`config.mk`:
```
export PLATFORM = sky130hd
export DESIGN_NAME = booth_multiplier
export DESIGN_NICKNAME = d
export VERILOG_FILES = /design/src/rtl/booth_multiplier.sv
export SDC_FILE = /design/constraint.sdc
export NUM_CORES = 1
export LEC_CHECK = 0
export ABC_AREA = 1
export CORE_MARGIN = 2
export CORE_UTILIZATION = 30
export CTS_CLUSTER_SIZE = 8
export DETAILED_ROUTE_END_ITERATION = 12
export PLACE_DENSITY = 0.55
export REMOVE_ABC_BUFFERS = 1
export SKIP_LAST_GASP = 1
export SYNTH_ARGS = -nofsm -noshare
export SYNTH_HDL_FRONTEND = slang
export SYNTH_SLANG_ARGS = --single-unit
```
`constraint.sdc`:
```
create_clock -name clock -period 15.3 [get_ports clock]
set_input_delay 4.59 -clock clock [delete_from_list [all_inputs] [get_ports clock]]
set_output_delay 4.59 -clock clock [all_outputs]
set_load 0.05 [all_outputs]
```
`src/rtl/booth_multiplier.sv`:
```
// booth_multiplier: sequential 32x32 signed radix-2 Booth multiplier, one ripple add per cycle
module fulladder (
  input  logic a,
  input  logic b,
  input  logic cin,
  output logic s,
  output logic cout
);
  assign s    = a ^ b ^ cin;
  assign cout = (a & b) | (cin & (a ^ b));
endmodule

module booth_multiplier #(
  parameter int WIDTH = 32
) (
  input  logic             clock,
  input  logic             reset_n,
  input  logic             start,
  input  logic [WIDTH-1:0] multiplicand,
  input  logic [WIDTH-1:0] multiplier,
  output logic             busy,
  output logic             done,
  output logic [WIDTH-1:0] hi,
  output logic [WIDTH-1:0] lo
);
  typedef enum logic [1:0] {IDLE, RUN, DONE} state_t;
  state_t state, state_n;
  logic [WIDTH:0]   acc, mx, neg_mx, add_a, add_b, sum, acc_sh;
  logic [WIDTH:0]   c;
  logic [WIDTH-1:0] qr, qr_sh;
  logic             q_1;
  logic [5:0]       count;
  // In IDLE the same adder forms ~Mx + 1 so negMx is ready before the first step
  always_comb begin
    add_a = (state == IDLE) ? ~{multiplicand[WIDTH-1], multiplicand} : acc;
    add_b = (state != RUN) ? '0 :
            ({qr[0], q_1} == 2'b01) ? mx :
            ({qr[0], q_1} == 2'b10) ? neg_mx : '0;
  end
  assign c[0] = (state == IDLE);
  genvar i;
  generate
    for (i = 0; i < WIDTH; i++) begin : g_rca
      fulladder u_fa (.a(add_a[i]), .b(add_b[i]), .cin(c[i]), .s(sum[i]), .cout(c[i+1]));
    end
  endgenerate
  // Top bit needs no carry-out; it is discarded in 33-bit two's complement
  assign sum[WIDTH] = add_a[WIDTH] ^ add_b[WIDTH] ^ c[WIDTH];
  assign acc_sh     = {sum[WIDTH], sum[WIDTH:1]};
  assign qr_sh      = {sum[0], qr[WIDTH-1:1]};
  always_ff @(posedge clock or negedge reset_n) begin
    if (!reset_n) state <= IDLE;
    else          state <= state_n;
  end
  always_comb begin
    state_n = (state == IDLE) ? (start ? RUN : IDLE) :
              (state == RUN)  ? ((count == 6'd31) ? DONE : RUN) : IDLE;
  end
  always_comb begin
    busy = (state != IDLE);
    done = (state == DONE);
  end
  always_ff @(posedge clock or negedge reset_n) begin
    if (!reset_n) begin
      acc    <= '0;
      qr     <= '0;
      q_1    <= 1'b0;
      mx     <= '0;
      neg_mx <= '0;
      count  <= '0;
      hi     <= '0;
      lo     <= '0;
    end else if (state == IDLE && start) begin
      acc    <= '0;
      qr     <= multiplier;
      q_1    <= 1'b0;
      mx     <= {multiplicand[WIDTH-1], multiplicand};
      neg_mx <= sum;
      count  <= '0;
    end else if (state == RUN) begin
      acc   <= acc_sh;
      qr    <= qr_sh;
      q_1   <= qr[0];
      count <= count + 6'd1;
      if (count == 6'd31) begin
        hi <= acc_sh[WIDTH-1:0];
        lo <= qr_sh;
      end
    end
  end
endmodule

```
==> results.tsv, run 1 <==
stage	metric	value	unit
floorplanning	die_area	31900	sq um
power_and_ir_drop	p_leak	5.24	nW
floorplanning	pin_count	133	
global_route	grt_max_degree	104	
cells_and_area	drive_gt1_share	11.0	%
synthesis	ys_types	23	
synthesis	synth-main-ff-cell	dfrtp_1	
clock_network	clkTransAtPathRegs	0.05	ns
timing	hold_viol_final	0	
synthesis	synth-seq-cells	202	
synthesis	yosysWarnings	0	
floorplanning	die_w	179	microns
routing	drc	0	
placement	gp_congestion	0.741	
global_route	globalRouteOverflowTotal	0	
clock_network	cts_root_buf	clkbuf_16	
setup_path	end_kind	flip-flop	
setup_path	start_kind	input pin	
floorplanning	initial_core_util	30.7	%
timing	max_freq	60.4	MHz
outcome	violations	negative setup slack	
routing	postRouteAntennaNets	0	
floorplanning	core	29800	sq um
setup_path	cp_common_cell	fa_2	
clock_network	cts_buffer_depth	3	
routing	firstDrtPassIters	4	
synthesis	async_reset_ff_share	100	%
timing	hold_ws	0.470	ns
global_route	grtUsageTotal	15.9	%
setup_path	reg2regPathDepth	47	
clock_network	htree_num_levels	1	
routing	routedWlPerCell	16.3	microns
floorplanning	die_h	179	microns
setup_path	cp_slowest_cell	fa_2	
power_and_ir_drop	power_density	249	nW/um^2
power_and_ir_drop	power	2.93	mW
clock_network	cts_tree	yes	
setup_path	cp_slowest_stage_delay	0.39	ns
cells_and_area	synthToLayoutAreaGrowth	28.4	%
power_and_ir_drop	comb_power_share	50.3	%
global_route	antenna_found_initial	0	
timing	tightestPinTransition	0.859	ns
placement	dpl.cell_count	1490	
clock_network	cts.sinks	202	
timing	slew_headroom	42.7	%
clock_network	cts_buffers	29	
timing	finalSetupViolCount	15	
setup_path	worstSetupPathType	input pin to flip-flop	
placement	portBuffers	132	
routing	routed_via_density	4.67	
routing	drtIter0Drc	415	
synthesis	avgSynthCellArea	9.05	sq um
power_and_ir_drop	p_switching	1.26	mW
power_and_ir_drop	p_sw_share	43.2	%
global_route	grt_pass1_wl	40100	microns
timing	fin_worst_skew	0.0180	ns
setup_path	cp_max_fo	3	
cells_and_area	nFillCells	3035	
clock_network	insertion_delay	0.54	ns
timing	rsz0062_at_grt	true	
timing	period_minus_slack	16.56	ns
power_and_ir_drop	clkPwrFrac	19.0	%
timing	tns	-11.55	ns
setup_path	crit_required	15.77	ns
timing	slew_viol_final	0	
outcome	status	finished with violations	
power_and_ir_drop	intPower	1.66	mW
routing	vias	7117	
cells_and_area	finalNonFillerCells	1523	
routing	wl	24800	microns
global_route	first_global_vias	7324	
cells_and_area	fin_nets	1231	
timing	period_share	108	%
floorplanning	row_count	63	
timing	worst_slack	-1.26	ns
power_and_ir_drop	peakVddDrop	0.103	mV
synthesis	synth_edf_count	0	
clock_network	holdBufCountCts	0	
placement	dpl.hpwl	15200	microns
hold_path	holdPathStages	2	
power_and_ir_drop	p_seq_share	30.7	%
synthesis	syn_area	9140	sq um
synthesis	seq_area_frac_synth	55.3	%
setup_path	cp_data_arrival_time	17.03	ns
cells_and_area	final_core_util	39.4	%
run	cap_violations	0	
synthesis	postSynthCellCount	1010	
hold_path	hold_class	flip-flop to flip-flop	
path summary, 6_finish.rpt:
| path | startpoint | endpoint | slack, ns |
|---|---|---|---|
| setup reg to reg | state[1] | acc[31] | 2.06 |
| min in group asynchronous | reset_n | hi[15] | 4.15 |
| max in group asynchronous | reset_n | lo[6] | 9.82 |
| hold reg to reg | neg_mx[32] | neg_mx[32] | 0.47 |
| hold / removal | neg_mx[32] | neg_mx[32] | 0.47 |
| setup / recovery | multiplicand[0] | acc[31] | -1.26 |
cell usage in the layout, fill, tap and decap left out:
| cell | Yosys | routed |
|---|---|---|
| dfrtp_1 | 202 | 202 |
| o22ai_1 | 4 | 3 |
| inv_4 | 0 | 1 |
| dlygate4sd2_1 | 0 | 1 |
| nor2_1 | 10 | 9 |
| buf_4 | 0 | 24 |
| clkbuf_8 | 0 | 1 |
| nand2_1 | 349 | 345 |
| inv_2 | 3 | 11 |
| nor2_4 | 1 | 2 |
| ha_1 | 1 | 1 |
| diode_2 | 0 | 1 |
| a22o_1 | 1 | 1 |
| buf_6 | 3 | 1 |
| inv_6 | 0 | 1 |
| o221ai_1 | 1 | 1 |
| nand3_1 | 40 | 38 |
| clkinvlp_4 | 0 | 1 |
| fa_2 | 0 | 32 |
| inv_1 | 61 | 52 |
| nand3_2 | 0 | 2 |
| o22ai_2 | 0 | 1 |
| nor3_1 | 1 | 1 |
| a21oi_1 | 5 | 5 |
| clkdlybuf4s50_1 | 0 | 129 |
| nand2_4 | 0 | 2 |
| o21ai_0 | 149 | 138 |
| nor2_2 | 2 | 2 |
| clkbuf_16 | 0 | 29 |
| a22oi_1 | 31 | 31 |
| o21ai_2 | 4 | 13 |
| clkbuf_1 | 32 | 1 |
| o21ai_1 | 47 | 49 |
| nand2_2 | 0 | 2 |
worst max-delay path: cells and delay by family:
kind,cells,cell delay (ns)
adder cells (fa/ha/maj),32,11.45
buffers and inverters,8,0.46
AND/OR/NAND/NOR,7,0.46
AO/OA/AOI/OAI,1,0.07
routing by layer:
metal	global-route usage, %	part of all wire [%]
met1	22.7	47
met2	25.2	46
met3	2.39	4.9
met4	4.10	1.7
met5	0	0
synth_stat cells (4+ instances only):
master / instances / area (sq um)
o21ai_1: 47 / 235
nand3_1: 40 / 200
a22oi_1: 31 / 233
buf_2: 25 / 125
o21ai_2: 4 / 35.0
dfrtp_1: 202 / 5050
fa_1: 32 / 641
a21oi_1: 5 / 25.0
nand2_1: 349 / 1310
buf_1: 6 / 22.5
inv_1: 61 / 229
nor2_1: 10 / 37.5
clkbuf_1: 32 / 120
o21ai_0: 149 / 746
o22ai_1: 4 / 25.0
area by class of cell:
cell class	count	area, sq um	share of cell area (%)
Sequential cell	202	5050	43.0
Multi-Input combinational cell	678	3700	31.5
Timing Repair Buffer	156	1510	12.8
Clock buffer	30	729	6.21
Tap cell	390	488	4.16
Inverter	64	243	2.07
Clock inverter	2	16.3	0.139
Antenna cell	1	2.50	0.0213
state kept, by name, summed over array words and instances, names as in the netlist:
| name | count |
|---|---|
| q_1 | 1 |
| mx | 32 |
| acc | 32 |
| neg_mx | 33 |
| count | 6 |
| qr | 32 |
| state | 2 |
| lo | 32 |
| hi | 32 |
per-stage QoR:
step / instance area [sq um] / setup WS [ns]
after detailed placement: 10900 / -4.94
after CTS: 11700 / -1.30
final: 11700 / -1.26
after floorplan: 8840 / -3.98
after global placement: 10900 / -4.79
after global routing: 11700 / -1.71
cells by family (layout without fill, tap and decap cells):
| logic type | count (synthesis) | count (layout) | share of synthesized area, % |
|---|---|---|---|
| other | 0 | 1 | 0 |
| and+or+nand+nor | 403 | 403 | 17.2 |
| AOI/OAI and AO/OA | 242 | 242 | 14.4 |
| buffers and inverters | 130 | 252 | 5.93 |
| DFF | 202 | 202 | 55.3 |
| adders and majority gates | 33 | 33 | 7.14 |
what timing repair did:
item                       CTS  global route
pin swaps                   49             4
buffers inserted             0             0
gates resized for setup     59            12
setup endpoints to repair   33            18
power by group through the flow:
stage                     sequential (mW)  clock (mW)  combinational, mW
after floorplan                      1.06           0              0.747
after global placement              0.900           0               1.38
after detailed placement            0.904           0               1.40
after CTS                           0.899       0.574               1.47
after global routing                0.928       0.594               1.66
final                               0.898       0.557               1.47
Note: power is estimated with default switching activity, not from simulation.
==> inputs of run 2 (changes only) <==
--- a/config.mk
+++ b/config.mk
@@ -8,7 +8,7 @@
 export ABC_AREA = 1
 export CORE_MARGIN = 2
 export CORE_UTILIZATION = 30
-export CTS_CLUSTER_SIZE = 8
+export CTS_CLUSTER_SIZE = 16
 export DETAILED_ROUTE_END_ITERATION = 12
 export PLACE_DENSITY = 0.55
 export REMOVE_ABC_BUFFERS = 1
==> results.tsv, run 2 (synthesis gave the netlist of run 1 again) <==
stage	metric	value	unit
timing	period_share	108	%
setup_path	cp_slowest_stage_delay	0.39	ns
cells_and_area	diodes	0	
run	cap_violations	0	
timing	finalSetupViolCount	15	
floorplanning	die_w	179	microns
routing	drc	0	
routing	routedWlPerCell	16.0	microns
timing	period_minus_slack	16.56	ns
timing	slew_viol_final	0	
placement	dpl.hpwl	15200	microns
floorplanning	pin_count	133	
routing	wl	24600	microns
cells_and_area	nFillCells	3029	
clock_network	clkTransAtPathRegs	0.06	ns
setup_path	crit_required	15.75	ns
floorplanning	die_area	31900	sq um
outcome	violations	negative setup slack	
clock_network	cts_setup_buffers	0	
timing	tns	-11.53	ns
power_and_ir_drop	peakVddDrop	0.0902	mV
setup_path	cp_common_cell	fa_2	
clock_network	htree_num_levels	1	
routing	postRouteAntennaNets	0	
setup_path	cp_max_fo	3	
cells_and_area	final_core_util	39.7	%
timing	rsz0062_at_grt	true	
cells_and_area	mostFrequentLayoutCell	nand2_1	
clock_network	cts_tree	yes	
routing	firstDrtPassIters	6	
clock_network	insertion_delay	0.52	ns
power_and_ir_drop	p_leak	5.29	nW
placement	gp_congestion	0.741	
timing	tightestPinTransition	0.848	ns
cells_and_area	mostFrequentLayoutCells	nand2_1, dfrtp_1, o21ai_0, clkdlybuf4s50_1, inv_1	
clock_network	cts.sinks	202	
timing	max_freq	60.4	MHz
timing	fin_worst_skew	0.0135	ns
cells_and_area	fin_nets	1226	
clock_network	cts_buffer_depth	3	
cells_and_area	drive_gt1_share	11.8	%
placement	portBuffers	132	
setup_path	worstSetupPathType	input pin to flip-flop	
routing	vias	7163	
floorplanning	initial_core_util	30.7	%
cells_and_area	largest_register_ffs	33	
floorplanning	die_h	179	microns
global_route	antenna_found_initial	0	
cells_and_area	synthToLayoutAreaGrowth	29.5	%
timing	worst_slack	-1.26	ns
cells_and_area	regMostFlops	neg_mx	
timing	hold_viol_final	0	
floorplanning	core	29800	sq um
setup_path	end_kind	flip-flop	
clock_network	cts_buffers	24	
setup_path	cp_data_arrival_time	17.01	ns
global_route	grt_max_degree	104	
floorplanning	row_count	63	
clock_network	cts_root_buf	clkbuf_16	
power_and_ir_drop	power_density	251	nW/um^2
setup_path	start_kind	input pin	
routing	drtIter0Drc	497	
hold_path	hold_class	flip-flop to flip-flop	
setup_path	cp_slowest_cell	fa_2	
routing	routed_via_density	4.67	
global_route	grtUsageTotal	15.8	%
outcome	status	finished with violations	
cells_and_area	multi_input_area	3700	sq um
global_route	grt_pass1_wl	39800	microns
global_route	globalRouteOverflowTotal	0	
timing	slew_headroom	43.5	%
cells_and_area	ff_latch_area	5050	sq um
global_route	first_global_vias	7325	
run 2: changes by cell type in the layout (fill, tap and decap cells not counted), sizes merged:
| cell | delta |
|---|---|
| clkinv | +7 |
| bufinv | +3 |
| clkbuf | +2 |
| clkinvlp | +1 |
| diode | -1 |
| inv | -1 |
run 2: worst paths after layout:
kind	slack [ns]	from	cells after the start	end
min in group asynchronous	4.19	reset_n	1	hi[14]
max in group asynchronous	9.84	reset_n	2	lo[7]
min reg2reg	0.48	acc[8]	2	acc[8]
max reg2reg	2.05	state[1]	47	acc[31]
max	-1.26	multiplicand[0]	48	acc[31]
min	0.48	acc[8]	2	acc[8]
run 2: timing repair:
action                                  CTS  global route
pin swaps                                47             3
resized for setup                        58            12
hold endpoints to repair                  0             0
hold buffers                              0             0
endpoints found under the setup margin   33            18
run 2: worst max-delay path, delay by kind of cell:
family,cells,cell delay (ns)
and+or+nand+nor,7,0.44
AOI/OAI and AO/OA,1,0.07
adders and majority gates,32,11.47
buffers and inverters,8,0.46
run 2: cell type report:
cell class	count	share of cell area [%]
sequential	202	42.7
inverter	64	2.05
clock inverter	12	1.25
timing repair buffer	156	12.7
multi-input combinational	678	31.2
tap	390	4.12
clock buffer	32	5.93
run 2: routing by layer:
metal	share of wire (%)	global-route usage [%]	vias to the layer above
li1	-	-	3500
met1	47	22.3	3508
met2	47	25.3	133
met3	4.2	2.51	22
met4	1.6	3.66	0
met5	0	0	-
run 2: through the flow:
| stage | hold slack, ns | area, sq um | setup slack (ns) | cells | power, mW |
|---|---|---|---|---|---|
| 2_1_floorplan | 0.448 | 8840 | -3.98 | 944 | 1.81 |
| 3_3_place_gp | 0.460 | 10900 | -4.79 | 1490 | 2.28 |
| 3_5_place_dp | 0.466 | 10900 | -4.94 | 1490 | 2.30 |
| 4_1_cts | 0.483 | 11800 | -1.32 | 1534 | 2.99 |
| 5_1_grt | 0.494 | 11800 | -1.76 | 1534 | 3.23 |
| 6_report | 0.476 | 11800 | -1.26 | 1534 | 2.97 |
run 2: power by group:
| group | leakage (nW) | switching, mW | total, mW | internal [mW] |
|---|---|---|---|---|
| Sequential | 2.53 | 0.119 | 0.897 | 0.778 |
| Clock | 0.417 | 0.231 | 0.604 | 0.373 |
| Combinational | 2.34 | 0.916 | 1.47 | 0.551 |
==> inputs of run 3 (changes only) <==
--- a/config.mk
+++ b/config.mk
@@ -6,11 +6,12 @@
 export NUM_CORES = 1
 export LEC_CHECK = 0
 export ABC_AREA = 1
+export CORE_ASPECT_RATIO = 0.8
 export CORE_MARGIN = 2
 export CORE_UTILIZATION = 30
 export CTS_CLUSTER_SIZE = 16
 export DETAILED_ROUTE_END_ITERATION = 12
-export PLACE_DENSITY = 0.55
+export PLACE_DENSITY = 0.53
 export REMOVE_ABC_BUFFERS = 1
 export SKIP_LAST_GASP = 1
 export SYNTH_ARGS = -nofsm -noshare
==> constraint.sdc (replaced) <==
create_clock -name clock -period 21 [get_ports clock]
set_input_delay 6.3 -clock clock [delete_from_list [all_inputs] [get_ports clock]]
set_output_delay 6.3 -clock clock [all_outputs]
set_load 0.05 [all_outputs]
==> results.tsv, run 3 (synthesis gave the netlist of run 1 again) <==
stage	metric	value	unit
outcome	status	completed	
hold_path	hold_path_startpoint	acc[8]	
setup_path	cp_slowest_stage_delay	0.47	ns
hold_path	hold_class	flip-flop to flip-flop	
clock_network	htree_num_levels	1	
placement	gp_congestion	0.745	
power_and_ir_drop	power	2.07	mW
placement	pre_cts_ws	-0.981	ns
clock_network	insertion_delay	0.52	ns
clock_network	cts_root_buf	clkbuf_16	
placement	portBuffers	132	
floorplanning	core	30200	sq um
setup_path	r2r-start	q_1	
clock_network	cts_tree	yes	
timing	max_freq	49.0	MHz
power_and_ir_drop	p_leak	5.18	nW
routing	vias	7057	
floorplanning	row_count	57	
placement	dpl.hpwl	15100	microns
setup_path	path_buf_inv	8	
cells_and_area	regMostFlops	neg_mx	
global_route	use_met3	3.21	%
power_and_ir_drop	power_density	178	nW/um^2
cells_and_area	mostFrequentLayoutCell	nand2_1	
clock_network	clkTransAtPathRegs	0.06	ns
timing	finalSetupViolCount	0	
timing	period_minus_slack	20.41	ns
routing	postRouteAntennaNets	0	
routing	wl	24700	microns
clock_network	cts_buffer_depth	3	
timing	period_share	97.2	%
setup_path	startpoint	multiplicand[0]	
power_and_ir_drop	peakVddDrop	0.0783	mV
global_route	antenna_found_initial	1	
power_and_ir_drop	p_switching	0.898	mW
cells_and_area	fin_nets	1215	
setup_path	cpLargestDelayFamily	adder cells	
setup_path	end_kind	flip-flop	
cells_and_area	drive_gt1_share	7.16	%
global_route	grt_pass1_wl	40200	microns
run	cap_violations	0	
floorplanning	initial_core_util	30.3	%
timing	hold_ws	0.476	ns
clock_network	cts_buffers	23	
routing	drc	0	
setup_path	cp_data_arrival_time	20.86	ns
global_route	grtUsageMet1	24.3	%
timing	hold_viol_final	0	
timing	worst_slack	0.588	ns
setup_path	start_kind	input pin	
cells_and_area	synthToLayoutAreaGrowth	26.9	%
floorplanning	die_h	160	microns
global_route	gr-max-usage-layer	met1	
setup_path	cp_slowest_cell	fa_1	
global_route	first_global_vias	7320	
global_route	globalRouteOverflowTotal	0	
power_and_ir_drop	p_seq_share	31.6	%
power_and_ir_drop	clkPwrFrac	19.3	%
global_route	grtUsageTotal	16.0	%
power_and_ir_drop	comb_power_share	49.1	%
cells_and_area	mostFrequentLayoutCells	nand2_1, dfrtp_1, o21ai_0, clkdlybuf4s50_1, inv_1	
clock_network	cts_setup_buffers	0	
timing	slew_viol_final	0	
global_route	use_met2	23.5	%
power_and_ir_drop	intPower	1.17	mW
setup_path	crit_required	21.45	ns
routing	routedWlPerCell	16.0	microns
placement	placed_area	10800	sq um
floorplanning	die_area	31900	sq um
cells_and_area	nFillCells	3092	
cells_and_area	design_area	11600	sq um
timing	rsz0062_at_grt	false	
routing	routed_via_density	4.57	
power_and_ir_drop	p_sw_share	43.4	%
setup_path	worstSetupPathType	input pin to flip-flop	
floorplanning	pin_count	133	
clock_network	cts.sinks	202	
cells_and_area	largest_register_ffs	33	
routing	firstDrtPassIters	7	
routing	drtIter0Drc	436	
timing	slew_headroom	38.1	%
cells_and_area	final_core_util	38.5	%
timing	tightestPinTransition	0.928	ns
global_route	grt_max_degree	79	
floorplanning	die_w	199	microns
setup_path	cp_max_fo	3	
timing	fin_worst_skew	0.00972	ns
## run 3: cell count changes in the layout (fill, tap and decap cells not counted), moves of 4 or more
cell	before	now
fa_1	0	16
fa_2	32	16
buf_4	24	14
o21ai_0	138	148
inv_1	52	60
o21ai_2	13	5
inv_2	11	4
clkbuf_1	2	6
## run 3: what timing repair did
| item | CTS | global route |
|---|---|---|
| gates cloned | 0 | 0 |
| hold buffers | 0 | 0 |
| resized for setup | 9 | 9 |
| setup endpoints to repair | 6 | 6 |
## run 3: power groups by stage
stage	Clock [mW]	Sequential (mW)	Combinational, mW
after floorplan	0	0.772	0.544
after global placement	0	0.655	0.992
after detailed placement	0	0.657	1.01
after CTS	0.414	0.654	1.02
after global routing	0.429	0.675	1.15
final	0.399	0.653	1.02
## run 3: area by class of cell
type	instances	area, sq um	area share, %
clock buffers	36	694	5.98
clock inverters	5	52.6	0.453
diodes	1	2.50	0.0216
multi-input cells	678	3610	31.1
well taps	413	517	4.45
inverters	64	240	2.07
flip-flops and latches	202	5050	43.6
repair buffers	146	1430	12.3
## run 3: through the flow
stage | setup TNS [ns] | instances
finish | 0 | 1545
global route | 0 | 1544
CTS | 0 | 1544
detailed placement | -6.57 | 1503
global placement | -5.67 | 1503
floorplan | 0 | 944
## run 3: final timing paths
| check | end | cells after the start | slack, ns |
|---|---|---|---|
| max reg2reg | acc[31] | 49 | 5.73 |
| min reg2reg | acc[8] | 2 | 0.48 |
| max | acc[31] | 48 | 0.59 |
| max in group asynchronous | qr[17] | 2 | 13.83 |
| min | acc[8] | 2 | 0.48 |
| min in group asynchronous | mx[6] | 1 | 5.80 |
## run 3: layer usage
metal	routed length, microns	up-vias
met4	457	0
met5	0	-
li1	-	3486
met3	1160	29
met2	10500	134
met1	12600	3408
## run 3: tightest hold or removal path, cell delays in order, from the launching register on
cell     delay, ns
dfrtp_1       0.34
nand2_1       0.05
o21ai_0       0.06
